**config.mk**
```make
export PLATFORM = sky130hd
export DESIGN_NAME = matrix_frame_rx
export DESIGN_NICKNAME = d
export VERILOG_FILES = /design/src/rtl/matrix_frame_rx.sv
export SDC_FILE = /design/constraint.sdc
export NUM_CORES = 1
export LEC_CHECK = 0
export ABC_AREA = 1
export CORE_ASPECT_RATIO = 1.25
export CORE_MARGIN = 5
export CORE_UTILIZATION = 39
export CTS_CLUSTER_DIAMETER = 120
export DETAILED_ROUTE_END_ITERATION = 10
export DONT_BUFFER_PORTS = 1
export GPL_TIMING_DRIVEN = 0
export PLACE_DENSITY = 0.57
export SLEW_MARGIN = 20
export SYNTH_ARGS = -nofsm -noshare
export SYNTH_HDL_FRONTEND = slang
export SYNTH_SLANG_ARGS = --single-unit
```
**constraint.sdc**
```tcl
create_clock -name clk -period 19 [get_ports clk]
set_input_delay 3.8 -clock clk [delete_from_list [all_inputs] [get_ports clk]]
set_output_delay 3.8 -clock clk [all_outputs]
set_load 0.005 [all_outputs]
```
**src/rtl/matrix_frame_rx.sv**
```systemverilog
// Byte-stream receiver for small matrices: 0xA5, rows, cols, row-major elements
// (MSB-first), XOR checksum. A good frame is published on matrix_flat with a pulse.
module matrix_frame_rx #(
  parameter int MAX_DIM     = 5,
  parameter int ELEM_W      = 8,
  parameter int TIMEOUT_CYC = 50000
) (
  input  logic                                 clk,
  input  logic                                 rst,
  input  logic                                 enable,
  input  logic [7:0]                           byte_in,
  input  logic                                 byte_valid,
  output logic [2:0]                           rows,
  output logic [2:0]                           cols,
  output logic [MAX_DIM*MAX_DIM*ELEM_W-1:0]    matrix_flat,
  output logic                                 frame_valid,
  output logic                                 busy,
  output logic                                 err,
  output logic [1:0]                           err_code,
  output logic [7:0]                           frame_cnt
);

  localparam int EB   = ELEM_W / 8;
  localparam int NEL  = MAX_DIM * MAX_DIM;
  localparam int MW   = NEL * ELEM_W;
  localparam int BCW  = (EB > 1) ? $clog2(EB) : 1;
  localparam int IW   = (NEL > 1) ? $clog2(NEL) : 1;
  localparam logic [31:0] TLIM = 32'(TIMEOUT_CYC - 1);

  typedef enum logic [2:0] {IDLE, ROWS, COLS, DATA, CSUM} state_t;

  state_t            state, state_next;
  logic [7:0]        rows_lat, cols_lat, csum;
  logic [2:0]        cur_r, cur_c;
  logic [BCW-1:0]    byte_cnt;
  logic [ELEM_W-1:0] elem_acc, elem_next;
  logic [ELEM_W+7:0] elem_shift;
  logic [MW-1:0]     shadow;
  logic [31:0]       tcnt;
  logic [IW-1:0]     elem_idx;

  logic take, tout, dim_bad, last_byte, last_elem, last_col;
  logic start_frame, take_rows, take_cols, take_data, csum_ok, csum_bad, dim_err;

  assign take       = enable & byte_valid;
  assign busy       = (state != IDLE);
  assign tout       = enable & busy & ~byte_valid & (tcnt == TLIM);
  assign dim_bad    = (rows_lat == 8'd0) || (rows_lat > 8'(MAX_DIM)) ||
                      (byte_in == 8'd0)  || (byte_in > 8'(MAX_DIM));
  assign last_byte  = (byte_cnt == BCW'(EB - 1));
  assign last_col   = (cur_c == cols_lat[2:0] - 3'd1);
  assign last_elem  = last_col && (cur_r == rows_lat[2:0] - 3'd1);
  // Shifting the new byte in from the right and keeping the low ELEM_W bits
  // gives MSB-first assembly for either element width.
  assign elem_shift = {elem_acc, byte_in};
  assign elem_next  = elem_shift[ELEM_W-1:0];
  assign elem_idx   = IW'(32'(cur_r) * MAX_DIM + 32'(cur_c));

  always_ff @(posedge clk or posedge rst) begin
    if (rst) state <= IDLE;
    else     state <= state_next;
  end

  // A byte arriving in the expiry cycle suppresses tout, so it always wins.
  always_comb begin
    state_next  = state;
    start_frame = 1'b0;
    take_rows   = 1'b0;
    take_cols   = 1'b0;
    take_data   = 1'b0;
    csum_ok     = 1'b0;
    csum_bad    = 1'b0;
    dim_err     = 1'b0;
    if (!enable || tout) begin
      state_next = IDLE;
    end else begin
      case (state)
        IDLE: if (take && byte_in == 8'hA5) begin
          start_frame = 1'b1;
          state_next  = ROWS;
        end
        ROWS: if (take) begin
          take_rows  = 1'b1;
          state_next = COLS;
        end
        COLS: if (take) begin
          take_cols = 1'b1;
          if (dim_bad) begin
            dim_err    = 1'b1;
            state_next = IDLE;
          end else begin
            state_next = DATA;
          end
        end
        DATA: if (take) begin
          take_data = 1'b1;
          if (last_byte && last_elem) state_next = CSUM;
        end
        CSUM: if (take) begin
          if (byte_in == csum) csum_ok  = 1'b1;
          else                 csum_bad = 1'b1;
          state_next = IDLE;
        end
        default: state_next = IDLE;
      endcase
    end
  end

  // Frame assembly happens in the shadow buffer; visible outputs only change
  // when the checksum matches.
  always_ff @(posedge clk or posedge rst) begin
    if (rst) begin
      rows_lat    <= '0;
      cols_lat    <= '0;
      csum        <= '0;
      cur_r       <= '0;
      cur_c       <= '0;
      byte_cnt    <= '0;
      elem_acc    <= '0;
      shadow      <= '0;
      tcnt        <= '0;
      rows        <= '0;
      cols        <= '0;
      matrix_flat <= '0;
      frame_valid <= 1'b0;
      err         <= 1'b0;
      err_code    <= '0;
      frame_cnt   <= '0;
    end else begin
      frame_valid <= 1'b0;
      err         <= 1'b0;

      if (state_next == IDLE || byte_valid) tcnt <= '0;
      else                                  tcnt <= tcnt + 32'd1;

      if (start_frame) begin
        shadow   <= '0;
        csum     <= '0;
        cur_r    <= '0;
        cur_c    <= '0;
        byte_cnt <= '0;
        elem_acc <= '0;
      end

      if (take_rows) begin
        rows_lat <= byte_in;
        csum     <= csum ^ byte_in;
      end

      if (take_cols) begin
        cols_lat <= byte_in;
        csum     <= csum ^ byte_in;
      end

      if (take_data) begin
        csum <= csum ^ byte_in;
        if (last_byte) begin
          shadow[elem_idx*ELEM_W +: ELEM_W] <= elem_next;
          byte_cnt <= '0;
          elem_acc <= '0;
          if (last_col) begin
            cur_c <= '0;
            cur_r <= cur_r + 3'd1;
          end else begin
            cur_c <= cur_c + 3'd1;
          end
        end else begin
          byte_cnt <= byte_cnt + 1'b1;
          elem_acc <= elem_next;
        end
      end

      if (csum_ok) begin
        matrix_flat <= shadow;
        rows        <= rows_lat[2:0];
        cols        <= cols_lat[2:0];
        frame_cnt   <= frame_cnt + 8'd1;
        frame_valid <= 1'b1;
      end

      if (csum_bad) begin
        err      <= 1'b1;
        err_code <= 2'd2;
      end

      if (dim_err) begin
        err      <= 1'b1;
        err_code <= 2'd1;
      end

      if (tout) begin
        err      <= 1'b1;
        err_code <= 2'd3;
      end
    end
  end

endmodule

```
* Word level (Yosys, flattened, before mapping)
Cells that the tools add are included.
Cells by class: add/subtract/negate cells 9, multipliers 1, $lt $le $gt $ge 2, equality and inequality tests 9, shift operators 2, multiplexer cells 58, bitwise logic cells 7, reductions and logical operators 17
Operator list (count):
- $mux 200 | 3
- $bwmux 200 | 1
- $shift 8x34->200 const A | 1
- $shiftx 8x34->200 | 1
- $mux 3 | 15
- $neg 8->34 | 1
- $add 32x1->32 const B | 1
- $eq 32x16->1 const B | 1
- $mux 32 | 1
- $mux 8 | 4
- $mux 1 | 29
- $gt 8x3->1 const B | 2
- $logic_not 8->1 | 2
- $pmux 3 s5 | 1
- $add 8x1->8 const B | 1
- $eq 8x8->1 | 1
- $eq 8x8->1 const B | 1
- $mux 2 | 4
- $xor 8x8->8 | 1
- $add 3x1->3 const B | 2
- $eq 3x2->1 const B | 2
- $eq 3x3->1 | 2
- $logic_not 3->1 | 2
- $reduce_bool 3->1 | 2
- other kinds (13) | 24
Storage, ports and cells: register bits 479, input bits 12, output and inout port bits 219, logic and storage cells 121

* Depth between registers and ports, before layout
Gate-level depths: netlist (run 1).
word-level depth 11, mapped depth 16, mapped depth without buffers 15

* Worst setup path after synthesis (run 1)
Ideal clock, no wire load.
kind input to register, start input byte_in[1], end register matrix_flat[109], arrival 5236 ps, setup slack 13647 ps, stages on the path 8, buffers on the path 3, cells stage by stage clkbuf_1 > xor2_1 > nor4_1 > nand3_1 > clkbuf_1 > clkbuf_1 > nand2_1 > nand2_1
On the way: word-level cells in the longest chain between the ends 5
RTL lines:
- start, declared | RTL line 11 | input logic [7:0] byte_in,
- $eq 8x8->1 | RTL line 100 | if (byte_in == csum) csum_ok = 1'b1;
- $mux 1 | RTL line 100
- $mux 1 | RTL line 99 | CSUM: if (take) begin
- $mux 1 | RTL line 77 | case (state)
- $mux 1 | RTL line 74 | if (!enable || tout) begin
- end signal, assigned | RTL line 174 | matrix_flat <= shadow;
- end, declared | RTL line 15 | output logic [MAX_DIM*MAX_DIM*ELEM_W-1:0] matrix_flat,
Every way passes these cells. A chain may end at the register's enable or synchronous reset.

* Worst setup path in the final report (run 1)
start input byte_in[1], end register matrix_flat[198]
Same word-level chain as after synthesis.

==> results of run 1 <==
-- final timing paths --
| check | from | end | slack, ps | cells past startpoint |
|---|---|---|---|---|
| max in group asynchronous | rst | shadow[101]$_DFF_PP0_ | 14430 | 3 |
| setup reg to reg | cur_r[0]$_DFF_PP0_ | shadow[102]$_DFF_PP0_ | 15080 | 15 |
| hold reg to reg | shadow[148]$_DFF_PP0_ | matrix_flat[148]$_DFFE_PP0P_ | 470 | 2 |
| min in group asynchronous | rst | matrix_flat[80]$_DFFE_PP0P_ | 3180 | 1 |
| setup / recovery | byte_in[1] | matrix_flat[198]$_DFFE_PP0P_ | 12730 | 9 |
| hold / removal | shadow[148]$_DFF_PP0_ | matrix_flat[148]$_DFFE_PP0P_ | 470 | 2 |
-- power by group --
group	internal [mW]	total [mW]	switching, mW	leakage (nW)
sequential	1.02	1.02	0.00195	6.60
combinational	0.0117	0.0641	0.0524	4.74
clock	0.612	1.04	0.424	0.849
total	1.64	2.12	0.479	12.2
-- synth_stat cells (17+ instances only) --
cell type / count
xor2_1: 40
ha_1: 17
nand3_1: 326
inv_1: 105
o21ai_0: 94
nor3_1: 38
nand2_1: 894
nor2_1: 155
buf_2: 41
clkbuf_1: 76
nand4_1: 78
dfrtp_1: 478
-- worst max-delay path, delay by kind of cell --
family                    cells  cell delay [ps]
xor gates and xnor gates      1              180
and+or+nand+nor               4             1200
buffers and inverters         4             1630
-- final cells by class --
cell class              instances  area [sq um]  area share [%]
plain buffers                 127           528            2.26
clock buffers                  65          1390            5.93
repair buffers                  4           110           0.471
flip-flops and latches        478         12000            51.2
well taps                     672           841            3.60
multi-input cells            1707          7780            33.3
inverters                     113           434            1.86
clock inverters                26           342            1.46
-- routing by layer --
layer | track usage (%) | vias to the layer above
met3 | 7.21 | 119
met1 | 27.4 | 8196
met5 | 0 | -
met2 | 38.4 | 535
met4 | 8.30 | 0
li1 | - | 7979
-- state kept, by name, summed over array words and instances, names as in the netlist --
name,cells
csum,8
frame_cnt,8
matrix_flat,200
shadow,200
tcnt,32
cur_r,3
err,1
err_code,2
cols,3
cur_c,3
cols_lat,3
rows,3
rows_lat,8
state,3
frame_valid,1
-- logic make-up after synthesis --
group / Yosys count
AND/OR/NAND/NOR: 1525
flip-flops: 478
buffers and inverters: 240
AO/OA/AOI/OAI: 115
XOR/XNOR: 49
adder cells (fa/ha/maj): 18
-- stage by stage --
step	instance area [sq um]	hold slack, ps	worst slack, ps
6_report	23400	469	12730
5_1_grt	23400	493	12670
4_1_cts	23400	478	12780
3_5_place_dp	21700	463	12140
3_3_place_gp	21500	458	-2940
2_1_floorplan	20700	432	1860
==> reports/qor.csv, run 1 <==
stage;metric;value;unit
status;status;complete, no violations;
cts;Worst-Skew Late Latency;610;ps
final_layout;most common cell after layout, fill and taps aside;nand2_1;
logic_synthesis;Post-Synth Adder-Cell Area;1.12;%
final_layout;layout cells sized above 1;6.47;%
floorplan;die width;216;um
logic_synthesis;leading area contributor after synthesis;dfrtp_1;
floorplan;num rows;94;
final_layout;fin nets;2510;
cts;Inserted Clock Buffers;49;
place;gpl congestion;0.912;
logic_synthesis;xor-xnor portion of the synthesized cell area;2.15;%
timing;ratio of final minimum period to clock period;33.0;%
power;total power;2.12;mW
global_routing;vias in the first global route;16911;
final_layout;non-filler cells in the finished layout;3192;
worst_setup_path;critical path cell sequence;clkbuf_1 > xor2_1 > nor4_1 > nand3_1 > inv_2 > buf_2 > buf_2 > nand2_1 > nand2_1;
cts;CTS Buffer Depth;3;
cts;H-tree levels;2;
worst_setup_path;CP arrival;6820;ps
timing;Slew @ Worst Pin;1130;ps
logic_synthesis;Synth Area in Compound Gates;2.80;%
logic_synthesis;Syn Inst Count;2425;
drt;antenna viol nets, final;0;
worst_setup_path;worst-path maximum fanout;10;
floorplan;Initial Util;39.4;%
logic_synthesis;EDFF count, synth;0;
drt;metal1 wirelength;25800;um
timing;unrepaired setup endpoints after global routing;false;
cts;TritonCTS clock tree;yes;
logic_synthesis;Mean Syn Cell Area;8.53;sq um
final_layout;n_diodes;0;
timing;Slew Viols, Final;0;
global_routing;global-route wire length before repair;102000;um
final_layout;commonest cells after routing, fill and taps aside;nand2_1 (894), dfrtp_1 (478), nand3_1 (326);
floorplan;Core ar.;52600;sq um
drt;WL met2;32000;um
drt;top layer in use;met4;
final_layout;fill count;5131;
worst_setup_path;CP Data Required Time;19550;ps
cts;Post-CTS Setup Bufs;0;
timing;Fin Setup TNS;0;ps
floorplan;height of the chip;268;um
hold_path;HP Class;reg2reg;
timing;min cycle time layout;6270;ps
drt;initial drt markers;1456;
logic_synthesis;Yosys Warn Count;0;
timing;Post-Route Skew;26.6;ps
run;Max-Cap Viols;0;
place;dpl hpwl;49700;um
cts;post-CTS sizing;0;
cts;cts hold-fix bufs;0;
timing;Max Fclk;160;MHz
worst_setup_path;crit path capture type;flop;
worst_setup_path;critical path class;in2reg;
cts;Sink Count;478;
logic_synthesis;Yosys top cell area share;57.8;%
drt;Vias/cell;5.27;
drt;DR WL/cell;20.7;um
drt;Vias;16829;
drt;WL final;66100;um
worst_setup_path;biggest cell delay along the critical path;530;ps
global_routing;gr usage total;22.7;%
logic_synthesis;Top FF cell, synth;dfrtp_1;
floorplan;I/O pin count;231;
logic_synthesis;top cells by area, synth;dfrtp_1 (58%), nand2_1 (16%), nand3_1 (7.9%);
drt;DR DRC count;0;
worst_setup_path;crit start category;input port;
cts;root buf cell;clkbuf_16;
worst_setup_path;slowest CP cell;nand3_1;
logic_synthesis;Seq cells post-synth;478;
timing;Rel. slew slack;24.6;%
logic_synthesis;Synth Area in Simple Gates;31.5;%
global_routing;largest net degree at the start of global routing;106;
timing;Final setup viols;0;
logic_synthesis;Post-Syn Area;20700;sq um
global_routing;total grt overflow;0;
drt;Pre-antenna DRT Iters;5;
global_routing;initial antenna violation count;0;
logic_synthesis;distinct cell type count after synthesis;33;
final_layout;Finished Core Util;44.5;%
place;placed insts;3101;
place;PortBufs;0;
logic_synthesis;syn_nets;2455;
power;power per cell area;90.8;nW/um^2
timing;Fin. Hold Viols;0;
logic_synthesis;main combinational cell family by area after synthesis;simple AND/OR/NAND/NOR gates;
final_layout;Area growth syn-to-layout;13.0;%
cts;clk slew on worst S/H paths;70;ps
drt;WL met3;5720;um
power;VDD IR-drop max;0.0721;mV
logic_synthesis;fraction of registers with async set/reset;100;%
logic_synthesis;multiplexer share of the synthesized area;0;%
logic_synthesis;sequential share of the synthesized area;57.8;%
floorplan;die area;57800;sq um
power;leak pwr;12.2;nW
Note: power is estimated with default switching activity, not from simulation.
==> run 2: changes to the inputs <==
--- a/config.mk
+++ b/config.mk
@@ -13,7 +13,7 @@
 export DETAILED_ROUTE_END_ITERATION = 10
 export DONT_BUFFER_PORTS = 1
 export GPL_TIMING_DRIVEN = 0
-export PLACE_DENSITY = 0.57
+export PLACE_DENSITY = 0.59
 export SLEW_MARGIN = 20
 export SYNTH_ARGS = -nofsm -noshare
 export SYNTH_HDL_FRONTEND = slang
==> constraint.sdc (replaced) <==
create_clock -name clk -period 5.7 [get_ports clk]
set_input_delay 1.14 -clock clk [delete_from_list [all_inputs] [get_ports clk]]
set_output_delay 1.14 -clock clk [all_outputs]
set_load 0.005 [all_outputs]
==> run 2 against run 1 <==
Effect of this change: sequential share of layout area shrank 0.29 points; setup slack lost 11000 ps; hold slack is essentially flat; clock power grew to 3.2 times the previous value; via count shrank 0.34%; power grew to 3.3 times the previous value; first-iteration DRC count shrank 13%; highest routed layer unchanged; sequential power grew to 3.3 times the previous value; critical endpoint is now shadow[180]$_DFF_PP0_; count of clock-buffer cells in the layout grew 3; clock skew shrank 12 ps.
==> reports/qor.csv, run 2 (synthesized netlist as in run 1, its figures left out) <==
stage;metric;value;unit;change
timing;unrepaired setup endpoints after global routing;false;;unchanged
timing;post-route worst setup slack;1770;ps;was 12,730 ps
final_layout;most common cell after layout, fill and taps aside;nand2_1;;unchanged
cts;Inserted Clock Buffers;48;;was 49
cts;clk slew on worst S/H paths;60;ps;was 70 ps
timing;Slew @ Worst Pin;1020;ps;was 1130 ps
worst_setup_path;critical path class;reg2reg;;was in2reg
drt;DR DRC count;0;;unchanged
place;placed insts;3113;;was 3,101
worst_setup_path;Reg2Reg Depth;12;;was 15
final_layout;biggest regs;matrix_flat: 200 flops, shadow: 200 flops, tcnt: 32 flops;;unchanged
cts;post-CTS sizing;0;;unchanged
drt;Vias/cell;5.24;;was 5.27
final_layout;fill count;5175;;was 5,131
worst_setup_path;worst-path maximum fanout;10;;unchanged
global_routing;global-route wire length before repair;99900;um;was 102,000 um
global_routing;total grt overflow;0;;unchanged
final_layout;layout cells sized above 1;6.84;%;was 6.47%
timing;Fin. Hold Viols;0;;unchanged
timing;Worst Hold Margin;468;ps;was 469 ps
power;leak pwr;12.3;nW;was 12.2 nW
drt;WL final;65200;um;was 66,100 um
drt;antenna viol nets, final;0;;unchanged
floorplan;height of the chip;268;um;unchanged
worst_setup_path;crit start category;flop;;was input port
timing;Max Fclk;254;MHz;
floorplan;die width;216;um;unchanged
final_layout;area taken by multi-input logic gates;7780;sq um;unchanged
drt;Pre-antenna DRT Iters;6;;was 5
timing;Rel. slew slack;31.8;%;was 24.6%
cts;cts hold-fix bufs;0;;unchanged
floorplan;Initial Util;39.4;%;unchanged
place;gpl congestion;0.916;;was 0.912
timing;Slew Viols, Final;0;;unchanged
final_layout;fin nets;2521;;was 2,510
cts;Sink Count;478;;unchanged
power;power per cell area;294;nW/um^2;was 90.8 nW/um^2
global_routing;gr usage total;22.2;%;was 22.7%
drt;initial drt markers;1260;;was 1,456
timing;Fin Setup TNS;0;ps;unchanged
global_routing;largest net degree at the start of global routing;35;;was 106
worst_setup_path;crit path capture type;flop;;unchanged
cts;TritonCTS clock tree;yes;;unchanged
status;status;complete, no violations;;unchanged
final_layout;register area;12000;sq um;unchanged
cts;Worst-Skew Late Latency;580;ps;was 610 ps
cts;CTS Buffer Depth;3;;unchanged
final_layout;non-filler cells in the finished layout;3201;;was 3,192
timing;Final setup viols;0;;unchanged
floorplan;die area;57800;sq um;unchanged
timing;ratio of final minimum period to clock period;69.0;%;
worst_setup_path;CP arrival;4440;ps;was 6820 ps
floorplan;num rows;94;;unchanged
final_layout;Area growth syn-to-layout;13.6;%;was 13.0%
cts;root buf cell;clkbuf_16;;unchanged
global_routing;initial antenna violation count;0;;unchanged
hold_path;HP Class;in2async;;was reg2reg
timing;Post-Route Skew;14.9;ps;was 26.6 ps
place;PortBufs;0;;unchanged
power;VDD IR-drop max;0.170;mV;was 0.0721 mV
final_layout;commonest cells after routing, fill and taps aside;nand2_1 (894), dfrtp_1 (478), nand3_1 (326);;unchanged
run;Max-Cap Viols;0;;unchanged
drt;Vias;16772;;was 16,829
floorplan;Core ar.;52600;sq um;unchanged
final_layout;n_diodes;0;;unchanged
global_routing;vias in the first global route;16805;;was 16,911
timing;min cycle time layout;3930;ps;
place;dpl hpwl;50200;um;was 49,700 um
worst_setup_path;CP Data Required Time;6210;ps;was 19,550 ps
floorplan;I/O pin count;231;;unchanged
drt;DR WL/cell;20.4;um;was 20.7 um
cts;H-tree levels;2;;unchanged
place;post-place setup slack;1390;ps;was 12,140 ps
cts;Post-CTS Setup Bufs;0;;unchanged
## run 2: routing by layer
layer / vias to the layer above / wire length [um] / track usage [%]
met5: - / 0 / 0
met4: 0 / 2930 / 9.04
met3: 142 / 5460 / 6.86
met2: 518 / 31600 / 37.8
met1: 8123 / 25200 / 26.4
li1: 7989 / - / -
## run 2: metrics by stage
step	utilization [%]	power (mW)	instance area, sq um
3_3_place_gp	41.0	3.68	21500
3_5_place_dp	41.6	3.70	21900
2_1_floorplan	-	3.61	20700
4_1_cts	44.7	6.99	23500
6_report	44.7	6.92	23500
5_1_grt	44.7	7.15	23500
## run 2: cell type report
cell class | count | area share [%]
Buffer | 127 | 2.25
Timing Repair Buffer | 16 | 1.43
Sequential cell | 478 | 50.9
Clock inverter | 20 | 0.942
Clock buffer | 68 | 6.03
Multi-Input combinational cell | 1707 | 33.1
Inverter | 113 | 1.83
Tap cell | 672 | 3.58
## run 2: worst paths after layout
kind,slack (ps),start,to
worst max register to register,1770,cur_r[0]$_DFF_PP0_,shadow[180]$_DFF_PP0_
max in group asynchronous,3730,rst,tcnt[12]$_DFF_PP0_
worst min register to register,470,shadow[164]$_DFF_PP0_,matrix_flat[164]$_DFFE_PP0P_
min in group clk,470,shadow[164]$_DFF_PP0_,matrix_flat[164]$_DFFE_PP0P_
worst min-delay path,470,rst,matrix_flat[126]$_DFFE_PP0P_
worst max-delay path,1770,cur_r[0]$_DFF_PP0_,shadow[180]$_DFF_PP0_
## run 2: report_power, final
group	leakage, nW	internal (mW)	total [mW]	switching [mW]
Sequential	6.60	3.40	3.41	0.00661
Combinational	4.84	0.0545	0.232	0.177
Clock	0.816	1.92	3.28	1.36
Total	12.3	5.38	6.92	1.54
## run 2: worst max-delay path: stages, from the launching register on
cell,delay (ps)
dfrtp_1,460
ha_1,320
ha_1,320
inv_1,70
fa_1,600
nand2_1,80
nor2_1,230
ha_1,330
nor2_2,490
buf_2,420
buf_2,320
nand3_1,140
nand2_1,90
